==> src/rtl/dma_regs_pkg.sv <==
// Shared register offsets, bit positions and response codes for the DMA MMIO block.
// Also provides the byte-strobe merge used by every RW register.
package dma_regs_pkg;

  localparam logic [5:0] REG_CTRL      = 6'h00;
  localparam logic [5:0] REG_STATUS    = 6'h04;
  localparam logic [5:0] REG_RX_SRC_LO = 6'h08;
  localparam logic [5:0] REG_RX_SRC_HI = 6'h0C;
  localparam logic [5:0] REG_RX_LEN    = 6'h10;
  localparam logic [5:0] REG_TX_DST_LO = 6'h14;
  localparam logic [5:0] REG_TX_DST_HI = 6'h18;
  localparam logic [5:0] REG_TX_LEN    = 6'h1C;
  localparam logic [5:0] REG_ID        = 6'h20;

  localparam int CTRL_START_RX  = 0;
  localparam int CTRL_START_TX  = 1;
  localparam int CTRL_IRQ_EN_RX = 2;
  localparam int CTRL_IRQ_EN_TX = 3;

  localparam int ST_BUSY_RX      = 0;
  localparam int ST_DONE_RX      = 1;
  localparam int ST_BUSY_TX      = 2;
  localparam int ST_DONE_TX      = 3;
  localparam int ST_RX_PEND      = 4;
  localparam int ST_TX_PEND      = 5;
  localparam int ST_RX_START_ERR = 6;
  localparam int ST_TX_START_ERR = 7;

  localparam logic [1:0] RESP_OKAY   = 2'b00;
  localparam logic [1:0] RESP_SLVERR = 2'b10;

  localparam logic [31:0] ID_VALUE_DEFAULT = 32'hD0A1_0001;

  function automatic logic [31:0] apply_wstrb(input logic [31:0] old_val,
                                              input logic [31:0] new_val,
                                              input logic [3:0]  strb);
    logic [31:0] r;
    r = old_val;
    for (int b = 0; b < 4; b++)
      if (strb[b]) r[8*b +: 8] = new_val[8*b +: 8];
    return r;
  endfunction

  function automatic logic is_mapped(input logic [5:0] off);
    return off <= REG_ID;
  endfunction

endpackage

==> src/rtl/dma_mmio_regs.sv <==
// AXI4-Lite control/status registers for the duplex AXI-stream DMA: start pulses,
// operand registers, pending/error flags and a registered level interrupt.
module dma_mmio_regs
  import dma_regs_pkg::*;
#(
  parameter int          ADDR_W   = 12,
  parameter logic [31:0] ID_VALUE = ID_VALUE_DEFAULT
) (
  input  logic              clk,
  input  logic              rstn,
  input  logic [ADDR_W-1:0] s_awaddr,
  input  logic              s_awvalid,
  output logic              s_awready,
  input  logic [31:0]       s_wdata,
  input  logic [3:0]        s_wstrb,
  input  logic              s_wvalid,
  output logic              s_wready,
  output logic [1:0]        s_bresp,
  output logic              s_bvalid,
  input  logic              s_bready,
  input  logic [ADDR_W-1:0] s_araddr,
  input  logic              s_arvalid,
  output logic              s_arready,
  output logic [31:0]       s_rdata,
  output logic [1:0]        s_rresp,
  output logic              s_rvalid,
  input  logic              s_rready,
  output logic              start_rx,
  output logic [63:0]       src_addr_rx,
  output logic [31:0]       len_pkts_rx,
  input  logic              busy_rx,
  input  logic              done_rx,
  output logic              start_tx,
  output logic [63:0]       dst_addr_tx,
  output logic [31:0]       len_pkts_tx,
  input  logic              busy_tx,
  input  logic              done_tx,
  output logic              irq
);

  logic        aw_held, w_held;
  logic [5:0]  aw_off;
  logic [31:0] w_data;
  logic [3:0]  w_strb;
  logic        commit, ctrl_wr;
  logic [7:0]  w1c;
  logic [5:0]  ar_off;
  logic [31:0] rd_data;
  logic        irq_en_rx, irq_en_tx;
  logic        rx_pend, tx_pend, rx_err, tx_err;
  logic        done_rx_q, done_tx_q;
  logic        unused_addr_bits;

  assign s_awready = !aw_held;
  assign s_wready  = !w_held;
  assign s_arready = !s_rvalid;
  assign ar_off    = {s_araddr[5:2], 2'b00};
  assign unused_addr_bits = ^{s_awaddr[ADDR_W-1:6], s_awaddr[1:0],
                              s_araddr[ADDR_W-1:6], s_araddr[1:0]};

  // A write commits only once both halves are held and the previous response is gone
  assign commit  = aw_held && w_held && !s_bvalid;
  assign ctrl_wr = commit && (aw_off == REG_CTRL) && w_strb[0];
  assign w1c     = (commit && (aw_off == REG_STATUS) && w_strb[0]) ? w_data[7:0] : 8'h00;

  always_ff @(posedge clk or negedge rstn) begin
    if (!rstn) begin
      aw_held  <= 1'b0;
      w_held   <= 1'b0;
      aw_off   <= '0;
      w_data   <= '0;
      w_strb   <= '0;
      s_bvalid <= 1'b0;
      s_bresp  <= RESP_OKAY;
    end else begin
      if (s_awvalid && s_awready) begin
        aw_held <= 1'b1;
        aw_off  <= {s_awaddr[5:2], 2'b00};
      end
      if (s_wvalid && s_wready) begin
        w_held <= 1'b1;
        w_data <= s_wdata;
        w_strb <= s_wstrb;
      end
      if (commit) begin
        aw_held  <= 1'b0;
        w_held   <= 1'b0;
        s_bvalid <= 1'b1;
        s_bresp  <= is_mapped(aw_off) ? RESP_OKAY : RESP_SLVERR;
      end else if (s_bvalid && s_bready) begin
        s_bvalid <= 1'b0;
      end
    end
  end

  // Done edges set pending flags; a simultaneous W1C loses to the set
  always_ff @(posedge clk or negedge rstn) begin
    if (!rstn) begin
      start_rx    <= 1'b0;
      start_tx    <= 1'b0;
      irq_en_rx   <= 1'b0;
      irq_en_tx   <= 1'b0;
      src_addr_rx <= '0;
      len_pkts_rx <= '0;
      dst_addr_tx <= '0;
      len_pkts_tx <= '0;
      rx_pend     <= 1'b0;
      tx_pend     <= 1'b0;
      rx_err      <= 1'b0;
      tx_err      <= 1'b0;
      done_rx_q   <= 1'b0;
      done_tx_q   <= 1'b0;
      irq         <= 1'b0;
    end else begin
      start_rx <= ctrl_wr && w_data[CTRL_START_RX] && !busy_rx;
      start_tx <= ctrl_wr && w_data[CTRL_START_TX] && !busy_tx;
      if (ctrl_wr) begin
        irq_en_rx <= w_data[CTRL_IRQ_EN_RX];
        irq_en_tx <= w_data[CTRL_IRQ_EN_TX];
      end
      if (commit) begin
        case (aw_off)
          REG_RX_SRC_LO: src_addr_rx[31:0]  <= apply_wstrb(src_addr_rx[31:0], w_data, w_strb);
          REG_RX_SRC_HI: src_addr_rx[63:32] <= apply_wstrb(src_addr_rx[63:32], w_data, w_strb);
          REG_RX_LEN:    len_pkts_rx        <= apply_wstrb(len_pkts_rx, w_data, w_strb);
          REG_TX_DST_LO: dst_addr_tx[31:0]  <= apply_wstrb(dst_addr_tx[31:0], w_data, w_strb);
          REG_TX_DST_HI: dst_addr_tx[63:32] <= apply_wstrb(dst_addr_tx[63:32], w_data, w_strb);
          REG_TX_LEN:    len_pkts_tx        <= apply_wstrb(len_pkts_tx, w_data, w_strb);
          default: ;
        endcase
      end
      done_rx_q <= done_rx;
      done_tx_q <= done_tx;
      rx_pend   <= (rx_pend && !w1c[ST_RX_PEND]) || (done_rx && !done_rx_q);
      tx_pend   <= (tx_pend && !w1c[ST_TX_PEND]) || (done_tx && !done_tx_q);
      rx_err    <= (rx_err && !w1c[ST_RX_START_ERR]) || (ctrl_wr && w_data[CTRL_START_RX] && busy_rx);
      tx_err    <= (tx_err && !w1c[ST_TX_START_ERR]) || (ctrl_wr && w_data[CTRL_START_TX] && busy_tx);
      irq       <= (rx_pend && irq_en_rx) || (tx_pend && irq_en_tx);
    end
  end

  always_comb begin
    rd_data = '0;
    case (ar_off)
      REG_CTRL: begin
        rd_data[CTRL_IRQ_EN_RX] = irq_en_rx;
        rd_data[CTRL_IRQ_EN_TX] = irq_en_tx;
      end
      REG_STATUS:    rd_data[7:0] = {tx_err, rx_err, tx_pend, rx_pend,
                                     done_tx, busy_tx, done_rx, busy_rx};
      REG_RX_SRC_LO: rd_data = src_addr_rx[31:0];
      REG_RX_SRC_HI: rd_data = src_addr_rx[63:32];
      REG_RX_LEN:    rd_data = len_pkts_rx;
      REG_TX_DST_LO: rd_data = dst_addr_tx[31:0];
      REG_TX_DST_HI: rd_data = dst_addr_tx[63:32];
      REG_TX_LEN:    rd_data = len_pkts_tx;
      REG_ID:        rd_data = ID_VALUE;
      default:       rd_data = '0;
    endcase
  end

  // Read data is captured on the AR handshake edge and held until taken
  always_ff @(posedge clk or negedge rstn) begin
    if (!rstn) begin
      s_rvalid <= 1'b0;
      s_rdata  <= '0;
      s_rresp  <= RESP_OKAY;
    end else if (s_arvalid && s_arready) begin
      s_rvalid <= 1'b1;
      s_rdata  <= rd_data;
      s_rresp  <= is_mapped(ar_off) ? RESP_OKAY : RESP_SLVERR;
    end else if (s_rvalid && s_rready) begin
      s_rvalid <= 1'b0;
    end
  end

endmodule
==> config.mk <==
export PLATFORM = sky130hd
export DESIGN_NAME = dma_mmio_regs
export DESIGN_NICKNAME = d
export VERILOG_FILES = /design/src/rtl/dma_regs_pkg.sv /design/src/rtl/dma_mmio_regs.sv
export SDC_FILE = /design/constraint.sdc
export NUM_CORES = 1
export LEC_CHECK = 0
export BUFFER_PORTS_ARGS = -buffer_cell sky130_fd_sc_hd__buf_2
export CAP_MARGIN = 15
export CORE_ASPECT_RATIO = 0.75
export CORE_MARGIN = 5
export CORE_UTILIZATION = 30
export DETAILED_ROUTE_END_ITERATION = 8
export PLACE_DENSITY = 0.57
export SETUP_SLACK_MARGIN = 0.3
export SLEW_MARGIN = 5
export SYNTH_ARGS = -nofsm -noshare
export SYNTH_HDL_FRONTEND = slang
export SYNTH_SLANG_ARGS = --single-unit
==> constraint.sdc <==
create_clock -name clk -period 2.2 [get_ports clk]
set_input_delay 0.44 -clock clk [delete_from_list [all_inputs] [get_ports clk]]
set_output_delay 0.44 -clock clk [all_outputs]
set_load 0.1 [all_outputs]
-- Word-level counts from Yosys, hierarchy flattened
Index checks and enable logic that the tools add are counted.
- register bits: 283
- bits of input ports: 71
- output and inout port bits: 236
- word-level logic and storage cells: 149
- order comparisons: 2
- equality and inequality tests: 15
- multiplexer cells: 15
- reduce and logical (&&, ||, !) cells: 72
- operator list (operator ; number):
    $pmux W24 S7 ; 1
    $reduce_and A3 Y1 ; 24
    $eq A4 B3 Y1 const B ; 8
    $pmux W2 S8 ; 2
    $pmux W4 S7 ; 1
    $logic_and A1 B1 Y1 ; 25
    $eq A4 B2 Y1 const B ; 4
    $le A6 B6 Y1 const B ; 2
    $logic_not A1 Y1 ; 12
    $logic_not A6 Y1 ; 2
    $eq A4 B1 Y1 const B ; 2
    $mux W1 ; 8
    $mux W8 ; 1
    $reduce_bool A2 Y1 ; 4
    $logic_or A1 B1 Y1 ; 5
    $eq A4 B4 Y1 const B ; 1
    $mux W2 ; 2

-- Depth between registers and ports, before layout
- word-level depth: 8
- depth in mapped cells: 7

-- Least setup slack after synthesis
Ideal clock, no wire load.
- path kind: reg2reg
- start: register s_bvalid
- end: register dst_addr_tx[50]
- library setup time: 0.126 ns
- data arrival time: 2.166 ns
- data required time: 2.074 ns
- setup slack: -0.091 ns
- cell stages (with the launch flop): 7
- path buffers: 2
- clock period less this slack: 2.291 ns
- path through: dfrtp_1 > and3b_1 > buf_4 > and2_1 > clkbuf_1 > nand2_1 > mux2_2
- word-level cells in the longest chain between the ends: 3
- ends and longest elaborated chain (what ; line ; text):
    from (decl) ; dma_mmio_regs.sv:19 ; output logic s_bvalid,
    from (signal assigned) ; dma_mmio_regs.sv:73 ; s_bvalid <= 1'b0;
    from (signal assigned) ; dma_mmio_regs.sv:88 ; s_bvalid <= 1'b1;
    from (signal assigned) ; dma_mmio_regs.sv:91 ; s_bvalid <= 1'b0;
    $logic_not A1 Y1 ; dma_mmio_regs.sv:62 ; assign commit = aw_held && w_held && !s_bvalid;
    $logic_and A1 B1 Y1 ; dma_mmio_regs.sv:62 ;
    $reduce_and A3 Y1 (no line) ; -- ;
    to (signal assigned) ; dma_mmio_regs.sv:127 ; REG_TX_DST_HI: dst_addr_tx[63:32] <= apply_wstrb(dst_addr_tx[63:32], w_data, w_strb);
    to (decl) ; dma_mmio_regs.sv:34 ; output logic [63:0] dst_addr_tx,
No other way between the ends.
A chain may end at the register's enable or synchronous reset.

-- Worst setup path after layout
- start: register s_bvalid
- end: register src_addr_rx[55]
- word-level cells in the longest chain between the ends: 3
- ends and longest elaborated chain (what ; line ; text):
    $logic_not A1 Y1 ; dma_mmio_regs.sv:62 ;
    $logic_and A1 B1 Y1 ; dma_mmio_regs.sv:62 ;
    $reduce_and A3 Y1 (no line) ; -- ;
    to (signal assigned) ; dma_mmio_regs.sv:124 ; REG_RX_SRC_HI: src_addr_rx[63:32] <= apply_wstrb(src_addr_rx[63:32], w_data, w_strb);
    to (decl) ; dma_mmio_regs.sv:29 ; output logic [63:0] src_addr_rx,
No other way between the ends.

==> metrics.txt <==
final number of setup-violating endpoints 0; synthesized area 12200 sq um; Syn Inst Count 902; Critical Setup Path Class flip-flop to flip-flop; simple-gate share of the synthesized area 6.07%; critical path arrival 2.37 ns; Vias/cell 5.09; clk_skew 0.0171 ns; Adder-Cell Fraction of Synth Area 0%; global-route wire length before repair 62.8 mm; share of post-route cells with drive strength above 1 46.9%; Cell Count, Final, Fillers Out 1789; cell row count 64; Root Buffer clkbuf_16; Synth Flop Type dfrtp_1; GRT Overall Usage 18.3%; yosys warns 0; highest clock rate 517 MHz; sequential element share of the synthesized area 57.5%; later-pin clock latency in the skew report 0.56 ns; Max-Cap Viols 0; reg-to-reg setup timing slack 0.27 ns; final WL 42.5 mm; min-delay worst type input port to flip-flop; Area Overhead vs Synth 31.9%; Routed Antenna Nets 0; Multi-input gate area 5160 sq um; H-tree depth 1; Slew @ Worst Pin 0.763 ns; routed vias 9106; nets 1305; Post-Syn Area per Cell 13.6 sq um; Req. time, crit path 2.64 ns; Die Y 185 um; post-synthesis xor/xnor area fraction 0%; launch point of the worst hold path s_rready; clk buf depth 3; DRC viols 0; Critical path origin s_bvalid; Hold Slack 0.0418 ns; Final Slew Violations 0; WL per Instance 23.7 um; CTS tree yes; mux contribution to synthesized area 25.5%; Slew HR 49.1%; Die Wd 243 um; met1 wire length 19.4 mm; reg2reg start s_bvalid; wire length on met2 19.4 mm; period utilisation layout 87.9%; met3 WL 2.68 mm; pin count of the biggest net entering global routing 53; total grt overflow 0; DP Cell Count 1726; Synth area leader dfrtp_1; final hold viol count 0; setup_tns 0 ns; CP endpoint kind flip-flop; number of enable flip-flop cells after synthesis 0; synth top area cells dfrtp_1, mux2_2, mux2_1, mux2_4, mux2i_1; asr flop ratio synth 100%; count of input and output buffers 288; Yosys reg bits 281; fill count 3932; status finished, final reports clean; Reg clk slew, reported paths 0.06 ns; core box area 40500 sq um; Max Used Layer met4; Initial Utilization 30.2%; cts bufs inserted 30; main combinational cell family by area after synthesis multiplexers; DRT Pass-1 Iters 7; vias in the first global route 9389; Compound-Gate Fraction of Synth Area 8.73%; Die ar. 44900 sq um; Initial DRC Count 527; I/O pin count 307; Final Wtd Congestion 0.817; Critical Path Fanout Max 8; CTS Sinks 281; Yosys cell types 60; min Tclk post-route 1.93 ns; hpwl dp 30.8 mm; FF+latch area 7040 sq um; antenna violations before repair 4; Yosys top cell area share 57.5%; RSZ-0062 raised after global routing true; nature of the critical path startpoint flip-flop
cells in the mapped netlist, types with 3 or more instances:
cell,number
clkbuf_1,23
nor2_1,21
a221o_1,10
o221ai_1,4
mux2_2,117
nand2b_1,5
mux2_1,101
nand2_1,68
a222oi_1,6
mux2_4,24
o211ai_1,3
mux2i_1,26
buf_1,5
o21ai_1,3
a21o_1,8
buf_2,15
inv_1,9
a22oi_1,31
a31oi_1,10
or3_1,4
nor2b_1,7
a22o_1,15
a21oi_1,20
and2_1,9
o21ai_0,20
dfrtp_1,281
nand3b_1,3
buf_4,6
o22ai_1,4
placed cells by master (no fill, tap or decap), types with 4 or more instances in the layout:
| master | count |
|---|---|
| nor2b_1 | 6 |
| mux2_2 | 117 |
| diode_2 | 4 |
| clkbuf_4 | 15 |
| buf_2 | 252 |
| mux2i_1 | 26 |
| nor2_1 | 19 |
| a22o_1 | 15 |
| a21o_1 | 8 |
| clkinv_2 | 5 |
| a22oi_1 | 31 |
| o221ai_1 | 4 |
| nand2_4 | 14 |
| inv_1 | 9 |
| mux2_1 | 93 |
| nand2b_1 | 4 |
| a221o_1 | 10 |
| clkbuf_16 | 31 |
| and2_1 | 6 |
| dfrtp_1 | 279 |
| clkbuf_8 | 4 |
| a21oi_1 | 20 |
| o22ai_1 | 4 |
| clkbuf_1 | 10 |
| a222oi_1 | 6 |
| o21ai_0 | 20 |
| a31oi_1 | 10 |
| buf_12 | 20 |
| nand2_1 | 53 |
| buf_4 | 57 |
| mux2_4 | 32 |
state kept, by name, indices dropped and copies added (netlist names), 4 cells and up:
signal and flops:
s_rdata 32, len_pkts_rx 32, len_pkts_tx 32, w_strb 4
w_data 32, aw_off 4, dst_addr_tx 64, src_addr_rx 64
worst paths after layout:
kind                                    to  depth (start not counted)
setup reg to reg           src_addr_rx[55]                          6
hold / removal                    s_rvalid                          2
hold reg to reg                 s_rdata[8]                          1
min in group asynchronous  dst_addr_tx[44]                          2
setup / recovery           src_addr_rx[55]                          6
max in group asynchronous       s_rdata[5]                          3
through the flow:
step                      area (sq um)  util (%)  setup WS, ns
final                            16100      39.8         0.266
after global routing             16100      39.8         0.214
after CTS                        16000      39.5         0.249
after detailed placement         14800      36.6        0.0945
after global placement           14800      36.6         0.110
after floorplan                  12300         -         0.241
routing by layer:
layer	vias to the layer above	global-route usage, %
met5	-	0
met4	0	4.31
met3	65	4.27
met2	330	28.8
met1	4709	26.1
li1	4002	-
cells by family (layout without fill, tap and decap cells):
| kind of cell | Yosys count | in the layout |
|---|---|---|
| buffers and inverters | 58 | 412 |
| AOI/OAI and AO/OA | 148 | 148 |
| muxes | 270 | 270 |
| DFF | 281 | 281 |
| other | 1 | 6 |
| and+or+nand+nor | 144 | 144 |
timing repair:
action                                  4_1_cts  5_1_grt
hold buffers                                  1        0
endpoints found under the setup margin      188      110
pin swaps                                     3        1
buffers inserted                              3        0
gates resized for setup                      39       35
hold endpoints to repair                     44        0
layout make-up:
class	instances	area share, %
inverter	9	0.209
tap	528	4.10
multi-input combinational	564	32.0
sequential	281	43.6
antenna	4	0.0621
timing repair buffer	348	14.0
clock buffer	45	5.38
clock inverter	10	0.675
worst max-delay path, stage by stage (launching register included):
cell     delay, ns
dfrtp_4       0.49
and3b_2       0.29
buf_12        0.13
nand2_1       0.08
or3_4         0.35
buf_12        0.16
mux2_4        0.30
Power is left out: the tool's default activity adds up to more than one toggle a clock period on the data nets, which glitch-free logic cannot reach.
